==> config.mk <==
export PLATFORM = sky130hd
export DESIGN_NAME = mem_responder_8085
export DESIGN_NICKNAME = d
export VERILOG_FILES = /design/src/rtl/mem8085_pkg.sv /design/src/rtl/mem_wait_ctr.sv /design/src/rtl/mem_responder_8085.sv
export SDC_FILE = /design/constraint.sdc
export NUM_CORES = 2
export LEC_CHECK = 0
export CAP_MARGIN = 20
export CORE_ASPECT_RATIO = 1.75
export CORE_MARGIN = 8
export CORE_UTILIZATION = 50
export CTS_CLUSTER_DIAMETER = 50
export DETAILED_ROUTE_END_ITERATION = 6
export HOLD_SLACK_MARGIN = 0.02
export PLACE_DENSITY = 0.62
export RECOVER_POWER = 100
export SKIP_CTS_REPAIR_TIMING = 1
export SLEW_MARGIN = 10
export SYNTH_ARGS = -nofsm -noshare
export SYNTH_HDL_FRONTEND = slang
export SYNTH_HIERARCHICAL = 1
export SYNTH_SLANG_ARGS = --single-unit
==> constraint.sdc <==
create_clock -name clk -period 6.45 [get_ports clk]
set_input_delay 0.9675 -clock clk [delete_from_list [all_inputs] [get_ports clk]]
set_output_delay 0.9675 -clock clk [all_outputs]
set_load 0.005 [all_outputs]
==> src/rtl/mem8085_pkg.sv <==
// ============================================================================
// Module  : mem8085_pkg
// Purpose : Shared types and constants for the 8085 memory responder.
//           - state_e      : responder FSM state encoding
//           - DEF_ADDR_W   : default word-address width
//           - DEF_DATA_W   : default word width
//           - WAIT_CNT_W   : width of the wait-state counter
// Revision: 1.0 - initial release
// ============================================================================
`default_nettype none

package mem8085_pkg;

    localparam int DEF_ADDR_W = 8;
    localparam int DEF_DATA_W = 16;
    localparam int WAIT_CNT_W = 4;

    typedef enum logic [1:0] {
        IDLE = 2'b00,
        WAIT = 2'b01,
        RESP = 2'b10
    } state_e;

endpackage

`default_nettype wire

==> src/rtl/mem_wait_ctr.sv <==
// ============================================================================
// Module  : mem_wait_ctr
// Purpose : Loadable down-counter that times the wait states of one memory
//           transaction. tc_o is high while the count equals 1, so the
//           consumer knows the current edge is the last wait edge.
// Ports   : clk        - system clock, rising edge
//           reset      - asynchronous active-high reset (count -> 0)
//           load_i     - load load_val_i on the next edge (priority over dec)
//           load_val_i - value to load
//           dec_i      - decrement on the next edge (saturates at 0)
//           tc_o       - terminal count, count == 1
// Revision: 1.0 - initial release
// ============================================================================
`default_nettype none

module mem_wait_ctr
    import mem8085_pkg::*;
(
    input  logic                  clk,
    input  logic                  reset,
    input  logic                  load_i,
    input  logic [WAIT_CNT_W-1:0] load_val_i,
    input  logic                  dec_i,
    output logic                  tc_o
);

    logic [WAIT_CNT_W-1:0] count_q;
    logic [WAIT_CNT_W-1:0] count_d;

    always_comb begin
        count_d = count_q;
        if (load_i) begin
            count_d = load_val_i;
        end else if (dec_i && (count_q != '0)) begin
            count_d = count_q - 1'b1;
        end
    end

    always_ff @(posedge clk or posedge reset) begin
        if (reset) begin
            count_q <= '0;
        end else begin
            count_q <= count_d;
        end
    end

    assign tc_o = (count_q == WAIT_CNT_W'(1));

endmodule

`default_nettype wire

==> src/rtl/mem_responder_8085.sv <==
// ============================================================================
// Module  : mem_responder_8085
// Purpose : Word-addressed memory target for the multi-cycle 8085 core bus.
//           Accepts one request, inserts WAIT_CYC wait states, commits the
//           access, then answers with a one-cycle ready pulse.
// Ports   : clk    - system clock, rising edge
//           reset  - asynchronous active-high reset (memory is not cleared)
//           req    - request strobe, held by the initiator until ready
//           we     - 1 = write, 0 = read (sampled with req)
//           addr   - word address (sampled with req)
//           wdata  - write data (sampled with req)
//           rdata  - read data / write echo, valid while ready = 1
//           ready  - one-cycle response pulse
//           busy   - high from acceptance through the ready cycle
//           err    - error flag, qualified by ready
// Options : MEM_WR_PROTECT_EN - when defined, writes below ROM_TOP are
//           suppressed, flagged with err and answered with the stored word.
// Revision: 1.0 - initial release
// ============================================================================
`default_nettype none

module mem_responder_8085
    import mem8085_pkg::*;
#(
    parameter int ADDR_W   = DEF_ADDR_W,
    parameter int DATA_W   = DEF_DATA_W,
    parameter int DEPTH    = 256,
    parameter int WAIT_CYC = 2,
    parameter int ROM_TOP  = 64
) (
    input  logic              clk,
    input  logic              reset,
    input  logic              req,
    input  logic              we,
    input  logic [ADDR_W-1:0] addr,
    input  logic [DATA_W-1:0] wdata,
    output logic [DATA_W-1:0] rdata,
    output logic              ready,
    output logic              busy,
    output logic              err
);

    localparam int                    IDX_W       = (DEPTH > 1) ? $clog2(DEPTH) : 1;
    localparam logic [WAIT_CNT_W-1:0] c_wait_load = WAIT_CNT_W'(WAIT_CYC);
    localparam bit                    c_zero_wait = (WAIT_CYC == 0);

    // Parameter sanity: the counter only holds 4 bits and the array must
    // fit inside the address space.
    if ((WAIT_CYC < 0) || (WAIT_CYC > 15) || (DEPTH > (1 << ADDR_W)) ||
        (DEPTH < 1) || (ROM_TOP < 0)) begin : g_bad_params
        $error("mem_responder_8085: illegal parameters (WAIT_CYC=%0d DEPTH=%0d ROM_TOP=%0d)",
               WAIT_CYC, DEPTH, ROM_TOP);
    end

    logic [DATA_W-1:0] mem_reg [0:DEPTH-1];

    state_e            state_q;
    logic [ADDR_W-1:0] addr_q;
    logic              we_q;
    logic [DATA_W-1:0] wdata_q;
    logic [DATA_W-1:0] rdata_q;
    logic              ready_q;
    logic              busy_q;
    logic              err_q;

    logic              w_accept;
    logic              w_tc;
    logic              w_commit;
    logic [ADDR_W-1:0] w_c_addr;
    logic              w_c_we;
    logic [DATA_W-1:0] w_c_wdata;
    logic [IDX_W-1:0]  w_idx;
    logic              w_in_range;
    logic              w_wr_prot;
    logic [DATA_W-1:0] w_stored;
    logic              w_mem_we;
    logic [DATA_W-1:0] rdata_d;
    logic              err_d;

    assign w_accept = (state_q == IDLE) && req;

    // With zero wait states the commit happens on the accepting edge itself,
    // so the access must be taken from the live inputs rather than the
    // latched copies.
    assign w_commit = (state_q == IDLE) ? (req && c_zero_wait)
                                        : ((state_q == WAIT) && w_tc);

    always_comb begin
        w_c_addr  = addr_q;
        w_c_we    = we_q;
        w_c_wdata = wdata_q;
        if (state_q == IDLE) begin
            w_c_addr  = addr;
            w_c_we    = we;
            w_c_wdata = wdata;
        end
    end

    assign w_idx      = w_c_addr[IDX_W-1:0];
    assign w_in_range = ({{(32-ADDR_W){1'b0}}, w_c_addr} < 32'(DEPTH));

`ifdef MEM_WR_PROTECT_EN
    assign w_wr_prot = w_c_we && ({{(32-ADDR_W){1'b0}}, w_c_addr} < 32'(ROM_TOP));
`else
    assign w_wr_prot = 1'b0;
`endif

    // Out-of-range lookups alias inside the array, so mask them to zero.
    assign w_stored = w_in_range ? mem_reg[w_idx] : '0;

    // Writes echo their data; protected writes report the untouched word.
    assign rdata_d  = (w_c_we && !w_wr_prot) ? w_c_wdata : w_stored;
    assign err_d    = !w_in_range || w_wr_prot;

    // Reset gating here makes a reset coincident with the commit edge win.
    assign w_mem_we = w_commit && w_c_we && w_in_range && !w_wr_prot && !reset;

    mem_wait_ctr u_wait_ctr (
        .clk        (clk),
        .reset      (reset),
        .load_i     (w_accept),
        .load_val_i (c_wait_load),
        .dec_i      (state_q == WAIT),
        .tc_o       (w_tc)
    );

    always_ff @(posedge clk) begin
        if (w_mem_we) begin
            mem_reg[w_idx] <= w_c_wdata;
        end
    end

    always_ff @(posedge clk or posedge reset) begin
        if (reset) begin
            state_q <= IDLE;
            addr_q  <= '0;
            we_q    <= 1'b0;
            wdata_q <= '0;
            rdata_q <= '0;
            ready_q <= 1'b0;
            busy_q  <= 1'b0;
            err_q   <= 1'b0;
        end else begin
            case (state_q)
                IDLE: begin
                    ready_q <= 1'b0;
                    err_q   <= 1'b0;
                    if (w_accept) begin
                        addr_q  <= addr;
                        we_q    <= we;
                        wdata_q <= wdata;
                        busy_q  <= 1'b1;
                        if (w_commit) begin
                            state_q <= RESP;
                            ready_q <= 1'b1;
                            rdata_q <= rdata_d;
                            err_q   <= err_d;
                        end else begin
                            state_q <= WAIT;
                        end
                    end
                end
                WAIT: begin
                    if (w_commit) begin
                        state_q <= RESP;
                        ready_q <= 1'b1;
                        rdata_q <= rdata_d;
                        err_q   <= err_d;
                    end
                end
                RESP: begin
                    state_q <= IDLE;
                    ready_q <= 1'b0;
                    busy_q  <= 1'b0;
                    err_q   <= 1'b0;
                end
                default: begin
                    state_q <= IDLE;
                    ready_q <= 1'b0;
                    busy_q  <= 1'b0;
                    err_q   <= 1'b0;
                end
            endcase
        end
    end

    assign rdata = rdata_q;
    assign ready = ready_q;
    assign busy  = busy_q;
    assign err   = err_q;

endmodule

`default_nettype wire

==> flow_summary_export.csv <==
group,metric,value,unit
cts,cts_tree,"built",
final_layout,final_cell_mix,"4096 x edfxtp_1, 939 x a221oi_1, 938 x a22o_1, 470 x o22ai_1, 362 x clkbuf_16",
pwr,power.total,0.0862,W
grt,grt_pass1_vias,85000,
timing,final-setup-viol-count,0,
route,drt-met1-wl,156000,um
cts,clock-sinks,4145,
floorplan,rows,268,
route,vias,86900,
grt,antenna_found_initial,25,
yosys,ys_types,58,
yosys,post_synth.cell_area_avg,18.4,um^2
final_layout,largest_reg_flops,4096,
critical_path,worstPathCellList,"nor2_4 -> buf_4 -> nor3b_1 -> a31oi_2 -> buf_4 -> or3_1 -> clkbuf_1 -> nor2_1 -> buf_4",
cts,cts_max_level,5,
cts,cts_buffer_depth,4,
final_layout,area_delta_synth_final,12.0,%
final_layout,fin_area,171000,um^2
placement,port_buffers,45,
job,max_cap_violations,52,
timing,max_freq,166,MHz
timing,rsz0062_at_grt,"no",
route,routed-wl-met2,224000,um
critical_path,critPathBufInv,4,
yosys,syn_inst,8313,
final_layout,drive_gt1_share,9.82,%
yosys,synth.ff_latch_count,4145,
route,via_per_inst,6.70,
grt,grt-ovfl-total,0,
route,wl_per_cell,34.4,um
floorplan,fp.coreArea,304000,um^2
critical_path,crit_family,"simple AND/OR/NAND/NOR gates",
pwr,peakVddDrop,0.504,mV
cts,path_clk_slew,0.07,ns
timing,setup_ws,0.421,ns
route,drtIter0Drc,10500,
placement,gp_congestion,0.866,
yosys,synth-edff-count,4096,
critical_path,crit_slowest_cell,"or3_1",
final_layout,layout.nets,8653,
yosys,synth-seq-area-share,81.2,%
yosys,synth-main-ff-cell,"edfxtp_1",
timing,fin_tns_setup,0,ns
critical_path,cp-end-kind,"register",
floorplan,initial_utilization,50.2,%
grt,grt_max_degree,177,
placement,place_area,161000,um^2
pwr,power-per-cell-area,503,nW/um^2
cts,clk_latency,0.93,ns
route,drtPass1Iterations,7,
critical_path,critPathKind,"register to register",
timing,hold_violations,0,
floorplan,pin_count,47,
cts,cts-buffers-inserted,352,
critical_path,crit_top_cell,"buf_4",
timing,maxSlewViolCount,2487,
timing,relSlewSlack,-131,%
route,routed-wl-met3,34400,um
placement,hpwl,266000,um
grt,grt_use_total,26.6,%
final_layout,stdcell_count,13000,
route,top_layer,"met5",
timing,finalCritPeriodShare,93.5,%
final_layout,layout_commonest_cell,"edfxtp_1",
route,totalWireLength,447000,um
yosys,synthArstFlopShare,1.18,%
critical_path,startpoint_type,"register",
hold_path,hold_path_class,"register to register",
grt,grt_first_pass_wirelength,631000,um
critical_path,cp_max_fo,25,
timing,tightest_slew,3.46,ns
critical_path,crit_arrival,6.67,ns
floorplan,die_h,748,um
critical_path,critical_path_required,7.09,ns
yosys,syn_area,153000,um^2
yosys,yosys_warnings,6,
placement,pre_cts_ws,0.494,ns
timing,fin_crit,6.03,ns
floorplan,die_w,434,um
critical_path,crit_path_max_incr_delay,1.55,ns
status,outcome,"complete, but fails checks",
pwr,p_leak,52.7,nW
route,drc,0,
placement,place_inst,12300,
route,antenna_left,0,
cts,cts-root-buf,"clkbuf_16",
floorplan,dieArea,324000,um^2
status,violations,"capacitance limit, slew limit",
timing,finClkSkew,0.0444,ns
==> report_power, final <==
group | switching (W) | internal (W)
logic | 0.0210 | 0.00818
registers | 0.000271 | 0.0353
clock network | 0.00955 | 0.0118
==> synth_stat cells (4+ instances only) <==
library cell / count / area [um^2]
a21o_1: 4 / 30.0
a21oi_1: 101 / 505
a221oi_1: 938 / 8220
a22o_1: 938 / 8220
a22oi_1: 172 / 1290
a41oi_1: 54 / 473
buf_1: 80 / 300
buf_2: 350 / 1750
buf_4: 15 / 113
buf_6: 4 / 45.0
clkbuf_1: 211 / 792
dfrtp_1: 49 / 1230
edfxtp_1: 4096 / 123000
inv_1: 11 / 41.3
nand2_1: 155 / 582
nand2b_1: 7 / 43.8
nand3_1: 5 / 25.0
nand3b_1: 4 / 30.0
nand4_1: 6 / 37.5
nor2_1: 262 / 983
nor3b_1: 6 / 45.0
nor4_1: 21 / 131
o21a_1: 5 / 37.5
o21ai_0: 245 / 1230
o21ai_1: 23 / 115
o22ai_1: 470 / 2940
o41ai_1: 14 / 123
or3_1: 23 / 144
==> cell type report <==
type,count,area (um^2)
Antenna cell,12,30.0
Clock buffer,446,9440
Fill cell,23200,133000
Inverter,11,41.3
Sequential cell,4145,124000
Timing Repair Buffer,613,4710
Multi-Input combinational cell,3500,25800
Clock inverter,195,1970
Tap cell,4050,5070
==> path summary, 6_finish.rpt <==
kind                                         start  slack, ns                           endpoint  depth (start not counted)
min in group asynchronous                    reset       0.62  u_wait_ctr/count_q[0]$_DFFE_PP0P_                          2
min                        wdata_q[11]$_DFFE_PP0P_       0.48            wdata_q[11]$_DFFE_PP0P_                          2
max                         state_q[0]$_DFFE_PP0P_       0.42           mem_reg[4][13]$_DFFE_PP_                          9
max reg2reg                 state_q[0]$_DFFE_PP0P_       0.42           mem_reg[4][13]$_DFFE_PP_                          9
min reg2reg                wdata_q[11]$_DFFE_PP0P_       0.48            wdata_q[11]$_DFFE_PP0P_                          2
max in group asynchronous                    reset       2.79               rdata[9]$_DFFE_PP0P_                          3
==> worst min-delay path: stages (launching register included) <==
cell and delay [ns]:
dfrtp_1 0.34, nand2_1 0.05, nand2_1 0.06
==> kinds of logic after synthesis <==
kind of cell | share of synthesized area [%]
flip-flops | 81.2
buffers and inverters | 1.99
multiplexers | 0.0131
other | 0.00491
AND/OR/NAND/NOR | 1.41
AO/OA/AOI/OAI | 15.3
adder cells (fa/ha/maj) | 0.0164
==> layer usage <==
| layer | vias up | track usage, % |
|---|---|---|
| met3 | 972 | 4.10 |
| met2 | 4446 | 45.0 |
| met1 | 45300 | 32.4 |
| met4 | 14 | 16.0 |
| li1 | 36200 | - |
| met5 | - | 0 |
==> through the flow <==
step	hold slack, ns	utilization [%]
final	0.480	56.2
after global routing	0.506	56.2
after CTS	0.479	56.6
after detailed placement	0.463	52.9
after floorplan	0.445	-
after global placement	0.460	52.8
Note: power is estimated with default switching activity, not from simulation.
